[config.mk]
export PLATFORM = sky130hd
export DESIGN_NAME = sum_accum
export DESIGN_NICKNAME = d
export VERILOG_FILES = /design/src/rtl/sum_accum.sv
export SDC_FILE = /design/constraint.sdc
export NUM_CORES = 1
export LEC_CHECK = 0
export CORE_ASPECT_RATIO = 1.25
export CORE_UTILIZATION = 58
export CTS_CLUSTER_SIZE = 20
export DETAILED_ROUTE_END_ITERATION = 10
export DONT_BUFFER_PORTS = 1
export MAX_ROUTING_LAYER = met4
export PLACE_DENSITY = 0.76
export SLEW_MARGIN = 20
export SYNTH_ARGS = -nofsm -noshare
export SYNTH_HDL_FRONTEND = slang
export SYNTH_SLANG_ARGS = --single-unit
[constraint.sdc]
create_clock -name clk -period 3.16 [get_ports clk]
set_input_delay 0.948 -clock clk [delete_from_list [all_inputs] [get_ports clk]]
set_output_delay 0.948 -clock clk [all_outputs]
set_load 0.1 [all_outputs]
[src/rtl/sum_accum.sv]
// Block accumulator: sums BLOCK_LEN adder results into one total.
// Optional: SUM_ACCUM_SIGNED_EN selects signed extension/overflow.
module sum_accum #(
  parameter int DATA_W    = 32,
  parameter int ACC_W     = 40,
  parameter int BLOCK_LEN = 4
) (
  input  logic              clk,
  input  logic              rst_n,
  input  logic              in_valid,
  output logic              in_ready,
  input  logic [DATA_W-1:0] in_sum,
  input  logic              flush,
  input  logic              clear,
  output logic              out_valid,
  input  logic              out_ready,
  output logic [ACC_W-1:0]  out_total,
  output logic [7:0]        out_count,
  output logic              out_ovf
);

  typedef enum logic {ACCUM, HOLD} state_t;

  localparam logic [7:0] BLK = 8'(BLOCK_LEN);

  state_t           state_q, state_d;
  logic [ACC_W-1:0] acc_q, acc_d;
  logic [7:0]       cnt_q, cnt_d;
  logic             ovf_q, ovf_d;
  logic [ACC_W-1:0] tot_q, tot_d;
  logic [7:0]       ocnt_q, ocnt_d;
  logic             oovf_q, oovf_d;

  logic [ACC_W-1:0] ext;
  logic [ACC_W-1:0] sum_a;
  logic [7:0]       cnt_a;
  logic             ovf_a;
  logic             take;
  logic             close;

`ifdef SUM_ACCUM_SIGNED_EN
  assign ext   = {{(ACC_W-DATA_W){in_sum[DATA_W-1]}}, in_sum};
  assign sum_a = acc_q + ext;
  assign ovf_a = ovf_q
               | ((acc_q[ACC_W-1] == ext[ACC_W-1])
               &  (sum_a[ACC_W-1] != acc_q[ACC_W-1]));
`else
  logic cy;
  assign ext         = {{(ACC_W-DATA_W){1'b0}}, in_sum};
  assign {cy, sum_a} = {1'b0, acc_q} + {1'b0, ext};
  assign ovf_a       = ovf_q | cy;
`endif

  assign in_ready  = (state_q == ACCUM);
  assign out_valid = (state_q == HOLD);
  assign out_total = tot_q;
  assign out_count = ocnt_q;
  assign out_ovf   = oovf_q;

  assign take  = in_valid & in_ready;
  assign cnt_a = cnt_q + 8'd1;
  assign close = (take && (cnt_a == BLK))
              || (in_ready && flush && ((cnt_q != 8'd0) || take));

  // Next-state: clear wins, then result drain, then accumulation.
  always_comb begin
    state_d = state_q;
    acc_d   = acc_q;
    cnt_d   = cnt_q;
    ovf_d   = ovf_q;
    tot_d   = tot_q;
    ocnt_d  = ocnt_q;
    oovf_d  = oovf_q;
    if (clear) begin
      state_d = ACCUM;
      acc_d   = '0;
      cnt_d   = '0;
      ovf_d   = 1'b0;
    end else if (state_q == HOLD) begin
      if (out_ready) begin
        state_d = ACCUM;
        acc_d   = '0;
        cnt_d   = '0;
        ovf_d   = 1'b0;
      end
    end else begin
      if (take) begin
        acc_d = sum_a;
        cnt_d = cnt_a;
        ovf_d = ovf_a;
      end
      if (close) begin
        state_d = HOLD;
        tot_d   = take ? sum_a : acc_q;
        ocnt_d  = take ? cnt_a : cnt_q;
        oovf_d  = take ? ovf_a : ovf_q;
      end
    end
  end

  // State and result registers.
  always_ff @(posedge clk or negedge rst_n) begin
    if (!rst_n) begin
      state_q <= ACCUM;
      acc_q   <= '0;
      cnt_q   <= '0;
      ovf_q   <= 1'b0;
      tot_q   <= '0;
      ocnt_q  <= '0;
      oovf_q  <= 1'b0;
    end else begin
      state_q <= state_d;
      acc_q   <= acc_d;
      cnt_q   <= cnt_d;
      ovf_q   <= ovf_d;
      tot_q   <= tot_d;
      ocnt_q  <= ocnt_d;
      oovf_q  <= oovf_d;
    end
  end

endmodule
=== Word-level counts from Yosys, hierarchy flattened ===
Index checks and enable logic that the tools add are counted.
Widths: inputs -> output; s select.

* Register bits after elaboration: 99
* Input bits: 38
* Output and inout port bits: 51
* Word-level logic and storage cells: 38

* Add/subtract/negate cells: 2
* Equal/unequal tests: 2
* Mux-type cells: 16
* Bitwise logic cells: 4
* Reduce and logical (&&, ||, !) cells: 7

{| class="wikitable"
|+ Operators by type and width
! kind !! number
|-
| $mux 40 || 4
|-
| $add 40x32->41 || 1
|-
| $mux 8 || 4
|-
| $add 8x1->8 const B || 1
|-
| $eq 8x3->1 const B || 1
|-
| $mux 1 || 8
|-
| $reduce_bool 8->1 || 1
|-
| $logic_and 1x1->1 || 3
|-
| $ne 3x3->1 const B || 1
|-
| $reduce_and 3->1 || 1
|-
| $logic_or 1x1->1 || 2
|-
| $not 1->1 || 2
|-
| $and 1x1->1 || 1
|-
| $or 1x1->1 || 1
|}

=== Depth between registers and ports, before layout ===
Gate-level depths: netlist of the first run.

* Depth after elaboration: 8
* Mapped depth: 11
* Depth with buffers taken out: 11

=== Worst setup path before layout of the first run ===
No wires, ideal clock.

* Kind: register to register
* From: reg state_q (netlist: out_valid)
* To: reg acc_q[38]
* Data arrival time: 3509 ps
* Data required time: 3094 ps
* Path slack: -415 ps
* Cell stages (with the launch flop): 9
* Cells stage by stage: dfrtp_1 > inv_1 > nand2_2 > nor3_1 > nand2_1 > or4_1 > o21ai_2 > mux2_2 > nand2_1

* Word-level cells in the longest chain between the ends: 5
* Elaborated cells on any way between the ends: 6

{| class="wikitable"
|+ Ends and longest elaborated chain
! what !! RTL line !! text
|-
| from (decl) || 26 || <nowiki>state_t state_q, state_d;</nowiki>
|-
| from (signal assigned) || 112 || <nowiki>state_q <= state_d;</nowiki>
|-
| $not 1->1 (no line) || n/a ||
|-
| net in_ready || 11 || <nowiki>output logic in_ready,</nowiki>
|-
| $and 1x1->1 || 60 || <nowiki>assign take = in_valid & in_ready;</nowiki>
|-
| $mux 40 || n/a ||
|-
| $mux 40 || 79 || <nowiki>end else if (state_q == HOLD) begin</nowiki>
|-
| $mux 40 || 74 || <nowiki>if (clear) begin</nowiki>
|-
| to (signal assigned) || 105 || <nowiki>acc_q <= '0;</nowiki>
|-
| to (signal assigned) || 113 || <nowiki>acc_q <= acc_d;</nowiki>
|-
| to (decl) || 27 || <nowiki>logic [ACC_W-1:0] acc_q, acc_d;</nowiki>
|}

The timed path passes the listed nets, and every way through them passes these cells.
A chain may end at the register's enable or synchronous reset.

=== Worst setup path after layout of the first run ===
* From: in in_sum[0]
* To: reg acc_q[34]

* Word-level cells in the longest chain between the ends: 4

{| class="wikitable"
|+ Ends and longest elaborated chain
! what !! RTL line !! text
|-
| from (decl) || 12 || <nowiki>input logic [DATA_W-1:0] in_sum,</nowiki>
|-
| $add 40x32->41 || 50 || <nowiki>assign {cy, sum_a} = {1'b0, acc_q} + {1'b0, ext};</nowiki>
|-
| $mux 40 || 87 || <nowiki>if (take) begin</nowiki>
|-
| $mux 40 || 79 ||
|-
| $mux 40 || 74 ||
|}

Every way passes these cells.

==> impl_results.md, run 1 <==
* TritonCTS clock tree: built
* Die X at 93.4 um
* Max VDD drop at 0.445 mV
* Wirelength per Cell at 18.2 um
* Largest area contributor in the netlist: dfrtp_1
* Hold Fails Final Rpt at 0
* Register area share after synthesis at 0.409
* Sw frac at 0.547
* Yosys synthesis warning count at 0
* Max-cap violations at 0
* Clock transition at path regs at 70 ps
* Setup Skew at 6.87 ps
* Final #Nets at 790
* CTS H-tree depth at 3
* Worst min path class: primary input to asynchronous set/reset pin
* Iteration-0 DRC Markers at 332
* # diodes at 0
* Synthesis-to-layout area growth at 12.7%
* Largest net degree at the start of global routing at 100
* Cell internal pwr at 2800 uW
* Fraction of layout instances using a drive strength above 1 at 0.129
* Status: complete, no violations
* Gate Count Post-Synth at 696
* RSZ-0062 raised after global routing: yes
* Gr usage total at 0.308
* Initial antenna violation count at 0
* Clock power share at 0.184
* Worst skew pair latency at 350 ps
* Fin area at 6820 um2
* Fin. max-slew vios at 0
* Slew @ Worst Pin at 980 ps
* Num rows at 41
* Syn nets at 770
* Leakage at 0.00302 uW
* Gpl congestion at 0.918
* Final setup TNS at 0 ps
* Reg power frac at 0.587
* Vias per std cell at 6.26
* Final worst path period need at 3070 ps
* Vias at 5317
* Syn Area/Cell at 8.70 um2
* CTS Buf Count at 9
* Post-route antenna net violation count at 0
* Logic pwr share at 0.229
* Dpl cell area at 6470 um2
* Crit-path max FO at 6
* Main flop type after synthesis: dfrtp_1
* Hpwl dp at 11.1 mm
* CP Class: primary input to flip-flop
* Top-count cell post-synth: nand2_1
* CTS Sinks at 99
* Final worst path period share at 0.970
* Top cells by instance count after synthesis: 108 x nand2_1, 99 x dfrtp_1, 81 x nor2_1, 68 x a21oi_1, 43 x o21ai_0
* CP Data Arrival Time at 3300 ps
* F_max at 326 MHz
* Synth Cell Area at 6050 um2
* Worst EP required at 3400 ps
* Switching pwr at 3380 uW
* Total Wirelength at 15.5 mm
* Max_slew headroom at 0.347
* Global-route wire length before repair at 25.5 mm
* Residual DRC count at 0
* CTS root buf: clkbuf_16
* Port bufs at 0
* Hold_buf cts at 0
* Critical Path End Type: flip-flop
* Number of synthesized flops with an enable pin at 0
* FF+latch count, synth at 99
* Setup violators final at 0
* # IOs at 89
* Synth area leaders: dfrtp_1 41%, ha_1 7.2%, nand2_1 6.7%
* Area share of the largest cell type after synthesis at 0.409
* Pre-Repair DR Iteration Count at 5
* Yosys cell types at 63
* Async S/R FF share, synth at 1.00
* Starting Density at 0.599
* GR Overflow Total at 0
* Clock Path Buffers at 2
* CP startpoint kind: primary input
* Core Area at 10100 um2
* Vias in the first global route at 5353
* Die H at 116 um
* Total die area at 10900 um2
* Power per cell area at 905 nW/um2
-- per-layer routing --
| layer | part of all wire | GRT usage |
|---|---|---|
| met5 | 0 | - |
| met4 | 0.026 | 0.125 |
| met3 | 0.060 | 0.0579 |
| met2 | 0.50 | 0.514 |
| met1 | 0.41 | 0.368 |
-- flip-flops by register name, indices dropped and copies added, names as in the netlist --
signal and count:
acc_q 40, out_total 40, cnt_q 8, out_count 8
out_ovf 1, out_valid 1, ovf_q 1
-- cell type report --
cell class / count / area, um2
sequential: 99 / 2480
inverter: 12 / 48.8
tap: 129 / 161
fill: 804 / 3280
clock buffer: 11 / 243
timing repair buffer: 53 / 410
multi-input combinational: 541 / 3420
clock inverter: 5 / 60.1
-- critical path, cell delays in order --
cell and delay [ps]:
ha_4 150, fa_2 350, a41o_1 200, a221oi_2 310
o32ai_2 110, o21ai_1 150, nand3b_2 150, a41oi_4 240
buf_4 180, o41ai_4 90, nor4b_1 190, a211o_1 240
-- power groups by stage --
stage	combinational [uW]	sequential, uW	clock [uW]
final	1410	3630	1140
after CTS	1390	3630	1140
after floorplan	1020	3570	0
after global placement	1320	3640	0
after detailed placement	1370	3660	0
after global routing	1570	3670	1200
-- timing repair --
action                     CTS  global route
setup endpoints to repair    0             4
buffers inserted             0             2
gates resized for setup      0             5
-- per-stage QoR --
step | instances | util | total power (uW) | setup slack (ps) | hold slack (ps)
2_1_floorplan | 696 | - | 4590 | -75.2 | 474
3_3_place_gp | 832 | 0.641 | 4960 | -137 | 492
3_5_place_dp | 832 | 0.641 | 5030 | -227 | 503
4_1_cts | 848 | 0.671 | 6160 | 129 | 284
5_1_grt | 850 | 0.675 | 6440 | -27.0 | 277
6_report | 850 | 0.675 | 6170 | 94.4 | 287
-- cell families after synthesis --
| kind of cell | count (synthesis) | share of synthesized area |
|---|---|---|
| and+or+nand+nor | 242 | 0.174 |
| AOI/OAI and AO/OA | 216 | 0.235 |
| DFF | 99 | 0.409 |
| buffers and inverters | 56 | 0.0362 |
| xor gates and xnor gates | 42 | 0.0608 |
| adders and majority gates | 36 | 0.0756 |
| muxes | 5 | 0.00909 |
-- cell usage in the layout (no fill, tap or decap), types with 3 or more instances in the layout --
cell and count:
nand2_1 108, dfrtp_1 98, nor2_1 81, a21oi_1 68, buf_4 52, o21ai_0 42
ha_1 33, xnor2_1 29, a31oi_1 28, a22o_1 21, xor2_1 13, nand4_1 12
inv_1 11, a21o_1 11, clkbuf_16 9, nand3_1 6, nor3_1 5, o21bai_1 5
nand2b_1 4, o211ai_1 4, o21a_1 4, mux2_2 4, and3_1 4, o31ai_1 4
a311oi_1 4, or3_1 3, nor3b_1 3
-- final timing paths --
path	to	from	slack (ps)	depth (start not counted)
worst max-delay path	acc_q[34]$_DFFE_PN0P_	in_sum[0]	90	12
worst min-delay path	acc_q[3]$_DFFE_PN0P_	rst_n	290	0
worst max register to register	acc_q[34]$_DFFE_PN0P_	acc_q[0]$_DFFE_PN0P_	240	12
worst min register to register	acc_q[15]$_DFFE_PN0P_	acc_q[15]$_DFFE_PN0P_	520	2
max in group asynchronous	out_valid$_DFF_PN0_	rst_n	2720	0
min in group clk	acc_q[15]$_DFFE_PN0P_	acc_q[15]$_DFFE_PN0P_	520	2
(Power assumes the default switching activity.)
==> run 2: changes to the inputs <==
HOLD_SLACK_MARGIN = 0.02   (was unset)
==> results of run 2 <==
No change in the layout: final DEF, timing and power equal those of run 1.
==> variant (flow settings as in run 1) <==
Reset style: synchronous (`rst_n`), changed in one clocked block.
--- a/src/rtl/sum_accum.sv
+++ b/src/rtl/sum_accum.sv
@@ -101,3 +101,3 @@
   // State and result registers.
-  always_ff @(posedge clk or negedge rst_n) begin
+  always_ff @(posedge clk) begin
     if (!rst_n) begin
Function: differs if rst_n is asserted again (counterexample within 4 cycles, from zero or initial values and one cycle with rst_n low); with rst_n held inactive, the same outputs for 4 cycles.
==> variant against run 1 <==
- clock skew grew 0.0056 ns
- sequential cell count stayed put
- die area hardly changed
- setup slack improved by 0.089 ns
- final area fell by 1.4%
- critical path depth is 2 lower
- non-clock buffer count is 1 higher
- register-to-register slack improved by 0.21 ns
- routed wire length is 5.3% higher
- global-route usage up 0.86 points
- synthesized area about the same
- final cell count up 10%
- critical path type unchanged
- critical endpoint is now acc_q[38]
Power is not compared: it rests on default switching activity, and its combinational part moved more than twofold at a synthesized area within 25%.
==> variant: results (changes against run 1) <==
GP Congestion: 0.967 (+5.4%)
pre-CTS WS: -0.150 ns (+0.0773 ns)
WP data arrival: 3.27 ns (-0.03 ns)
Post-Synth XOR/XNOR Area: 5.79% (-0.29 points)
post-synthesis instance total: 786 (+13%)
Hold Crit Class: flop to flop
status: finished clean
mux cell area share after synthesis: 1.88% (+0.97 points)
synth cell count leaders: nand2_1 (120), dfxtp_1 (99), nor2_1 (89)
Placed Instances: 920 (+11%)
Synthesized Nets: 860 (+12%)
critical path peak fanout: 5 (-1)
Die Footprint: 10900 um2 (about the same)
dpl hpwl: 11900 um (+7.1%)
sequential share of the synthesized area: 32.7% (-8.2 points)
WL final: 16300 um (+5.3%)
asr flop ratio synth: 0% (-100 points)
share of layout cells above drive strength 1: 10.9% (-2.0 points)
clock skew: 0.0125 ns (+0.00565 ns)
Nets: 876 (+11%)
Iteration-0 DRC Markers: 302 (-9.0%)
R2R Path End: acc_q[38]
Fin Hold WS: 0.480 ns (+0.193 ns)
routed len/inst: 17.4 um (-4.4%)
library cells used by synthesis: 67 (+6.3%)
## variant: worst max path at each step
stage,from,end,slack [ns]
after floorplan,in_sum[0],acc_q[34],0.04
after global placement,in_sum[0],out_total[26],-0.06
after detailed placement,in_sum[0],acc_q[38],-0.15
after CTS,in_sum[0],acc_q[38],0.21
after global routing,in_sum[0],acc_q[38],0.03
final,in_sum[0],acc_q[38],0.18
## variant: where the power goes
group	total, uW	internal [uW]	switching [uW]
clock	1160	646	510
combinational	608	221	388
sequential	1530	1300	233
total	3300	2170	1130
## variant: critical path, stage by stage
cell and delay, ns:
ha_1 0.20, fa_1 0.44, a211oi_2 0.29, o21ai_0 0.16, a221oi_2 0.27, o22ai_1 0.16
o22ai_2 0.30, nor2_1 0.13, o211ai_1 0.19, o211a_1 0.19
## variant: through the flow
step,utilization (%),area (um2)
detailed placement,63.5,6410
finish,66.5,6720
floorplan,-,6050
CTS,66.5,6720
global placement,63.5,6410
global route,66.5,6720
## variant: cell type report
type / instances / area [um2]
multi-input combinational: 621 / 3770
fill: 892 / 3380
inverter: 17 / 63.8
sequential: 99 / 1980
timing repair buffer: 54 / 430
clock inverter: 6 / 71.3
clock buffer: 10 / 239
tap: 129 / 161
## variant: logic make-up after synthesis
| logic type | after synthesis |
|---|---|
| flops | 99 |
| xor+xnor | 40 |
| compound gates | 260 |
| simple gates | 274 |
| buf+inv | 66 |
| mux | 11 |
| fa+ha+maj | 36 |
## variant: per-layer routing
metal / track usage (%) / wire (um) / share of wire [%]
met2: 54.1 / 7950 / 49
met4: 10.2 / 276 / 1.7
met5: - / 0 / 0
met1: 37.4 / 7010 / 43
met3: 6.18 / 1070 / 6.6
